<file path="config.mk">
export PLATFORM = sky130hd
export DESIGN_NAME = fb_swap_ctrl
export DESIGN_NICKNAME = d
export VERILOG_FILES = /design/src/rtl/fb_pkg.sv /design/src/rtl/fb_addr_gen.sv /design/src/rtl/fb_swap_ctrl.sv
export SDC_FILE = /design/constraint.sdc
export NUM_CORES = 1
export LEC_CHECK = 0
export CELL_PAD_IN_SITES_DETAIL_PLACEMENT = 1
export CELL_PAD_IN_SITES_GLOBAL_PLACEMENT = 1
export CORE_UTILIZATION = 26
export CTS_BUF_LIST = sky130_fd_sc_hd__clkbuf_8
export DETAILED_ROUTE_END_ITERATION = 7
export HOLD_SLACK_MARGIN = 0.08
export PLACE_DENSITY_LB_ADDON = 0.1
export REMOVE_ABC_BUFFERS = 1
export SETUP_SLACK_MARGIN = 0.3
export SLEW_MARGIN = 20
export SYNTH_ARGS = -nofsm -noshare
export SYNTH_HDL_FRONTEND = slang
export SYNTH_SLANG_ARGS = --single-unit
</file>
<file path="constraint.sdc">
create_clock -name clk -period 2.3 [get_ports clk]
set_clock_uncertainty 0.15 [all_clocks]
set_input_delay 0.46 -clock clk [delete_from_list [all_inputs] [get_ports clk]]
set_output_delay 0.46 -clock clk [all_outputs]
set_load 0.02 [all_outputs]
</file>
<file path="src/rtl/fb_pkg.sv">
// Shared constants, state enum and byte decoder for the framebuffer swap controller.
// Optional drop counter in fb_swap_ctrl is enabled by defining FB_DROP_COUNT_EN.
`timescale 1ns/1ps

package fb_pkg;

    localparam logic [7:0] CMD_ALIGN = 8'h80;
    localparam logic [7:0] CMD_SWAP  = 8'h81;
    localparam int         PIXEL_W   = 6;

    typedef enum logic {
        STREAM    = 1'b0,
        SWAP_WAIT = 1'b1
    } fb_state_t;

    typedef enum logic [1:0] {
        BYTE_PIXEL = 2'd0,
        BYTE_ALIGN = 2'd1,
        BYTE_SWAP  = 2'd2,
        BYTE_OTHER = 2'd3
    } byte_kind_t;

    // Bit 7 clear is always pixel data; only two of the bit-7-set codes mean anything.
    function automatic byte_kind_t decode_byte(input logic [7:0] b);
        byte_kind_t kind;
        if (!b[7])
            kind = BYTE_PIXEL;
        else if (b == CMD_ALIGN)
            kind = BYTE_ALIGN;
        else if (b == CMD_SWAP)
            kind = BYTE_SWAP;
        else
            kind = BYTE_OTHER;
        return kind;
    endfunction

endpackage

</file>
<file path="src/rtl/fb_addr_gen.sv">
// Framebuffer write pointer: increments per written pixel, wraps after the last
// pixel of a frame, and clears on ALIGN or buffer swap.
`timescale 1ns/1ps

module fb_addr_gen #(
    parameter int DEPTH      = 76800,
    parameter int ADDR_WIDTH = $clog2(DEPTH)
) (
    input  logic                  clk,
    input  logic                  rst_n,
    input  logic                  inc,
    input  logic                  clr,
    output logic [ADDR_WIDTH-1:0] addr,
    output logic                  wrap
);

    localparam logic [ADDR_WIDTH-1:0] LAST_ADDR = ADDR_WIDTH'(DEPTH - 1);

    // wrap flags the increment that consumes the last address of the frame
    assign wrap = inc && (addr == LAST_ADDR);

    always_ff @(posedge clk or negedge rst_n) begin
        if (!rst_n) begin
            addr <= '0;
        end else if (clr) begin
            addr <= '0;
        end else if (inc) begin
            if (wrap)
                addr <= '0;
            else
                addr <= addr + 1'b1;
        end
    end

endmodule

</file>
<file path="src/rtl/fb_swap_ctrl.sv">
// Decodes an SPI byte stream into framebuffer pixel writes and double-buffer swaps.
// Define FB_DROP_COUNT_EN to implement the saturating dropped-pixel counter.
`timescale 1ns/1ps

module fb_swap_ctrl
    import fb_pkg::*;
#(
    parameter  int RES_X      = 320,
    parameter  int RES_Y      = 240,
    localparam int ADDR_WIDTH = $clog2(RES_X * RES_Y)
) (
    input  logic                  clk,
    input  logic                  rst_n,
    input  logic                  byte_valid,
    input  logic [7:0]            byte_data,
    input  logic                  vblank_start,
    output logic                  wr_en,
    output logic [ADDR_WIDTH-1:0] wr_addr,
    output logic [PIXEL_W-1:0]    wr_data,
    output logic                  wr_buf,
    output logic                  rd_buf,
    output logic                  swap_pending,
    output logic                  frame_wrap,
    output logic [7:0]            drop_count
);

    // state     | meaning
    // STREAM    | pixel bytes written to the back buffer at the current pointer
    // SWAP_WAIT | swap requested; pixels dropped until vblank_start flips buffers

    fb_state_t             state;
    byte_kind_t            kind;
    logic                  is_pixel;
    logic                  is_align;
    logic                  is_swap;
    logic                  swap_now;
    logic                  ptr_inc;
    logic                  ptr_clr;
    logic                  ptr_wrap;
    logic [ADDR_WIDTH-1:0] ptr;

    assign kind     = decode_byte(byte_data);
    assign is_pixel = byte_valid && (kind == BYTE_PIXEL);
    assign is_align = byte_valid && (kind == BYTE_ALIGN);
    assign is_swap  = byte_valid && (kind == BYTE_SWAP);

    // A byte coinciding with the swapping vblank is still handled as SWAP_WAIT.
    assign swap_now = (state == SWAP_WAIT) && vblank_start;
    assign ptr_inc  = (state == STREAM) && is_pixel;
    assign ptr_clr  = is_align || swap_now;

    fb_addr_gen #(
        .DEPTH      (RES_X * RES_Y),
        .ADDR_WIDTH (ADDR_WIDTH)
    ) u_addr_gen (
        .clk   (clk),
        .rst_n (rst_n),
        .inc   (ptr_inc),
        .clr   (ptr_clr),
        .addr  (ptr),
        .wrap  (ptr_wrap)
    );

    always_ff @(posedge clk or negedge rst_n) begin
        if (!rst_n) begin
            state        <= STREAM;
            wr_en        <= 1'b0;
            wr_addr      <= '0;
            wr_data      <= '0;
            wr_buf       <= 1'b1;
            swap_pending <= 1'b0;
            frame_wrap   <= 1'b0;
        end else begin
            wr_en      <= 1'b0;
            frame_wrap <= 1'b0;
            case (state)
                STREAM: begin
                    if (is_pixel) begin
                        wr_en      <= 1'b1;
                        wr_addr    <= ptr;
                        wr_data    <= byte_data[PIXEL_W-1:0];
                        frame_wrap <= ptr_wrap;
                    end else if (is_swap) begin
                        state        <= SWAP_WAIT;
                        swap_pending <= 1'b1;
                    end
                end
                SWAP_WAIT: begin
                    if (vblank_start) begin
                        state        <= STREAM;
                        swap_pending <= 1'b0;
                        wr_buf       <= ~wr_buf;
                    end
                end
            endcase
        end
    end

    assign rd_buf = ~wr_buf;

`ifdef FB_DROP_COUNT_EN
    logic [7:0] drop_q;

    always_ff @(posedge clk or negedge rst_n) begin
        if (!rst_n)
            drop_q <= 8'd0;
        else if ((state == SWAP_WAIT) && is_pixel && (drop_q != 8'hFF))
            drop_q <= drop_q + 8'd1;
    end

    assign drop_count = drop_q;
`else
    assign drop_count = 8'd0;
`endif

endmodule

</file>
### After elaboration in Yosys (flattened, before gate mapping)

Index checks and enable logic that the tools add are counted.

* logic and storage cells: 49
* register bits: 45
* bits of input ports: 12
* output and inout bits: 36

* mux-type cells: 18
* add/sub/neg operators: 1
* equality and inequality tests: 8
* reduce and logical (&&, ||, !) cells: 12
* bitwise operators: 2

Operators by type and width (number)
* $mux W17: 3
* $add A17 B1 Y17 const B: 1
* $eq A17 B17 Y1 const B: 1
* $eq A8 B8 Y1 const B: 2
* $mux W1: 11
* $logic_and A1 B1 Y1: 6
* $ne A2 B2 Y1 const B: 3
* $mux W2: 2
* $pmux W1 S2: 2
* $reduce_and A2 Y1: 2
* $reduce_and A3 Y1: 1
* $eq A2 B1 Y1 const B: 1
* $eq A2 B2 Y1 const B: 1
* $logic_not A2 Y1: 1
* $not A1 Y1: 2
* $reduce_bool A2 Y1: 1
* $logic_or A1 B1 Y1: 1

### Longest topological paths before layout

* depth in word-level cells: 11
* mapped depth: 6
* gate-level depth less buffers: 5

### By module

Synthesis repeated with hierarchy kept, for this count alone.

* cells, all modules: 174
* area total of the unflattened synthesis: 2120.8 um^2

By module, submodules not included
* fb_swap_ctrl: seq. area each 701.9 um^2, area an instance 1173.6 um^2, times used 1, cells an instance 75
* fb_addr_gen: seq. area each 425.4 um^2, area an instance 947.2 um^2, times used 1, cells an instance 99

### Worst setup path before layout

Ideal clock, no wire load.

* path kind: input to register
* from: input port byte_data[3]
* to: register u_addr_gen.addr[12]
* data required time: 2006 ps
* path buffers: 1
* cell stages on the path: 4
* setup slack: 383 ps
* library setup time: 144 ps
* arrival: 1623 ps
* cells stage by stage: or4b_1 o31ai_2 buf_2 a311oi_1

* word-level cells in the longest chain between the ends: 11
* elaborated cells on any way between the ends: 16
* classes of those cells: eq/ne: 3; mux: 6; reduce/logical: 7

Ends and longest elaborated chain
* start, declared: line fb_swap_ctrl.sv:15 `input logic [7:0] byte_data,`
* $eq A8 B8 Y1: line fb_pkg.sv:30 `else if (b == CMD_SWAP)`
* $mux W1: line fb_pkg.sv:30
* $mux W2 (*): line fb_pkg.sv:28 `else if (b == CMD_ALIGN)`
* $mux W2 (*): line fb_pkg.sv:26 `if (!b[7])`
* $logic_not A2 Y1: line fb_swap_ctrl.sv:43 `assign is_pixel = byte_valid && (kind == BYTE_PIXEL);`
* $logic_and A1 B1 Y1: line fb_swap_ctrl.sv:43
* $logic_and A1 B1 Y1: line fb_swap_ctrl.sv:49 `assign ptr_inc = (state == STREAM) && is_pixel;`
* $logic_and A1 B1 Y1: line fb_addr_gen.sv:20 `assign wrap = inc && (addr == LAST_ADDR);`
* $mux W17: line fb_addr_gen.sv:28 `if (wrap)`
* $mux W17: line fb_addr_gen.sv:27 `end else if (inc) begin`
* $mux W17: line fb_addr_gen.sv:25 `end else if (clr) begin`
* end signal, assigned: line fb_addr_gen.sv:31 `addr <= addr + 1'b1;`
* end, declared: line fb_addr_gen.sv:13 `output logic [ADDR_WIDTH-1:0] addr,`

Mark *: on every way between the ends. The rest lies on a longest branch, timed or not. The select of a mux whose other input is x is not followed.
A chain may end at the register's enable or synchronous reset.

### Worst setup path in the final report

* from: input port byte_data[6]
* to: register u_addr_gen.addr[15]

Same word-level chain as after synthesis.

==> flow_summary.toml <==
[setup_path]
reg2regPathDepth = 6
critical_path_class = "input pin to flip-flop"
worst-path-max-fanout = 3
rrSetupSlack_ns = 0.38
startpoint_type = "input pin"
timing.rr.end = "u_addr_gen.addr[11]"
crit-reg2reg-launch = "u_addr_gen.addr[1]"
worstPathArrival_ns = 2.00
cp-end-kind = "flip-flop"
cp.required_ns = 2.34

[sta]
layout_min_cycle_time_ns = 1.959
fin_ws_ns = 0.3406
tightestPinTransition_ns = 0.5510
hold_viol = 0
report.final.slew_viol_count = 0
setup_viol = 0
whs_ns = 0.2425
rsz0062_at_grt = "no"
max_slew_margin_pct = 63.27
max_clock_freq_mhz = 510.4
period_share_pct = 85.19

[drt]
wl_met1_um = 2928
drt-initial-drc-count = 49
routed_wl_um = 6186
topRoutingLayerUsed = "met4"
via_per_inst = 4.814
antenna_left = 0
detail_route.wl_per_cell_um = 15.31
drt_pre_antenna_iters = 4
drc = 0
wl_met2_um = 3000
wl_met3_um = 195
vias = 1945

[synth]
synth_mux_area_share_pct = 0.4571
synth_edf_count = 0
synthSimpleGateAreaFrac_pct = 27.94
async_reset_ff_share_pct = 100.0
yosysUniqueCellTypes = 46
synth_fa_ha_area_share_pct = 0.5714
synthFlopType = "dfrtp_1"
yosys_warnings = 0
yosys_register_bits = 45
synth_compound_area_share_pct = 10.34
synth-seq-area-share_pct = 51.49
synth_xor_area_share_pct = 2.000
synth_top_family_by_area = "simple AND/OR/NAND/NOR gates"
syn_area_um2 = 2190
synth.avg_cell_area_um2 = 9.085
synthCells = 241

[grt]
gr-total-overflow = 0
grt_pass1_vias = 2038
grt_use_total_pct = 15.03
antenna_found_initial = 0
grt_max_degree = 25
grt_pass1_wl_um = 10180

[placed_design]
post-place-ws_ns = -0.1327
gp_congestion = 0.8280
port_buffers = 39
hpwl_um = 4413
place_area_um2 = 2779
place_inst = 390

[floorplanning]
rows = 33
fp.dieH_um = 93.77
die-area_um2 = 8793
initial_utilization_pct = 26.78
io-pin-count = 48
core_area_um2 = 8175
die_width_um = 93.77

[cells_and_area]
drive_above_1_share_pct = 17.39
final_util_pct = 37.22
fin_nets = 311
insertedDiodeCount = 0
syn_to_final_growth_pct = 38.97
fin_cells = 404
final_cell_area_um2 = 3043

[power_and_ir_drop]
peakVddDrop_v = 0.0003707
power_density_nw_per_um2 = 709.8
p_leak_nw = 1.414

[clock_network]
cts_buffer_depth = 2
insertion_delay_ns = 0.30
cts_tree = "done"
path_clk_slew_ns = 0.09
cts-root-buf = "clkbuf_8"
h-tree-depth = 2
cts_buffers = 5
cts_sinks = 45

[min_path]
hp-class = "input pin to flip-flop"
min_from = "byte_data[4]"
min_to = "wr_data[4]"
hold-path-cell-count = 3

[run_status]
status = "finished, final reports clean"

[flow_run]
maxCapViolCount = 0
[routing by layer]
layer | global-route usage, % | vias up
met1 | 19.88 | 969
met2 | 24.76 | 41
met4 | 4.615 | 0
met3 | 2.751 | 6
li1 | - | 929
met5 | 0 | -
[repair_timing]
item / CTS / global route
endpoints found under the setup margin: 18 / 13
pin swaps: 3 / 10
buffers inserted: 0 / 5
endpoints found under the hold margin: 21 / 0
gates cloned: 0 / 0
hold buffers: 1 / 0
resized for setup: 9 / 17
[stage by stage]
stage / power, mW / setup TNS (ns)
6_report: 2.160 / 0
5_1_grt: 2.263 / 0
4_1_cts: 2.135 / 0
3_5_place_dp: 1.404 / -1.355
3_3_place_gp: 1.396 / -0.8643
2_1_floorplan: 1.170 / -14.60
[flip-flops by register name (all words and copies together), names as in the netlist]
register	flops
swap_pending	1
wr_en	1
u_addr_gen.addr	17
wr_addr	17
wr_buf	1
frame_wrap	1
wr_data	6
state	1
[cells in the mapped netlist, drive strengths merged, types with 2 or more instances]
master	count	area share (%)
and4	5	2.0
inv	3	0.51
or4b	2	0.91
nand4	12	3.4
nor2	9	1.5
nand3	9	2.1
nor4bb	2	0.91
nor4	2	0.57
o21ai	4	0.91
nand2	75	13
xnor2	2	0.80
buf	17	4.9
and3	3	0.86
xor2	3	1.2
a311oi	3	1.2
and2	2	0.57
dfrtp	44	50
a21oi	6	1.4
o211ai	2	0.69
nor3	2	0.46
a31oi	4	1.1
clkbuf	8	1.4
[worst max path at each step]
| stage | start | endpoint | slack (ns) |
|---|---|---|---|
| after floorplan | byte_valid | u_addr_gen.addr[11] | -0.76 |
| after global placement | byte_data[3] | u_addr_gen.addr[15] | -0.09 |
| after detailed placement | byte_data[3] | u_addr_gen.addr[15] | -0.13 |
| after CTS | byte_valid | u_addr_gen.addr[11] | 0.26 |
| after global routing | u_addr_gen.addr[1] | u_addr_gen.addr[11] | 0.31 |
| final | byte_data[6] | u_addr_gen.addr[15] | 0.34 |
[placed cells by master (no fill, tap or decap), drive strengths merged, types with 2 or more instances in the layout]
| cell type | count |
|---|---|
| dlymetal6s2s | 5 |
| a311oi | 3 |
| nor4 | 2 |
| bufinv | 2 |
| a31oi | 4 |
| and4 | 5 |
| o21ai | 4 |
| or4b | 2 |
| o211ai | 2 |
| nand4 | 12 |
| and2 | 2 |
| dfrtp | 44 |
| and3 | 3 |
| clkdlybuf4s50 | 30 |
| buf | 29 |
| clkinv | 2 |
| clkbuf | 5 |
| a21oi | 6 |
| dlygate4sd2 | 3 |
| xnor2 | 2 |
| nor3 | 2 |
| conb | 8 |
| nor4bb | 2 |
| nand2 | 75 |
| inv | 3 |
| nor2 | 9 |
| nand3 | 9 |
| xor2 | 3 |
[worst max-delay path, cell delays in order]
cell and delay [ns]:
clkdlybuf4s50_1 0.40, or4b_4 0.56, o31ai_4 0.27, nor2_2 0.09, o21ba_2 0.21
[layout make-up]
class	instances	area, um^2
Clock buffer	5	68.82
Clock inverter	3	65.06
Fill cell	952	5132
Inverter	4	15.01
Multi-Input combinational cell	174	991.0
Sequential cell	45	1129
Tap cell	105	131.4
Timing Repair Buffer	68	643.1
[report_power, final]
group,switching [mW],internal [mW],total [mW],leakage (nW)
clock network,0.283,0.432,0.715,0.0681
registers,0.0986,0.883,0.982,0.587
logic,0.236,0.227,0.463,0.759
[cells by family after synthesis]
family / after synthesis
and+or+nand+nor: 128
DFF: 45
AOI/OAI and AO/OA: 31
buffers and inverters: 29
xor gates and xnor gates: 5
adders and majority gates: 1
other: 1
muxes: 1
(Power assumes the default switching activity.)
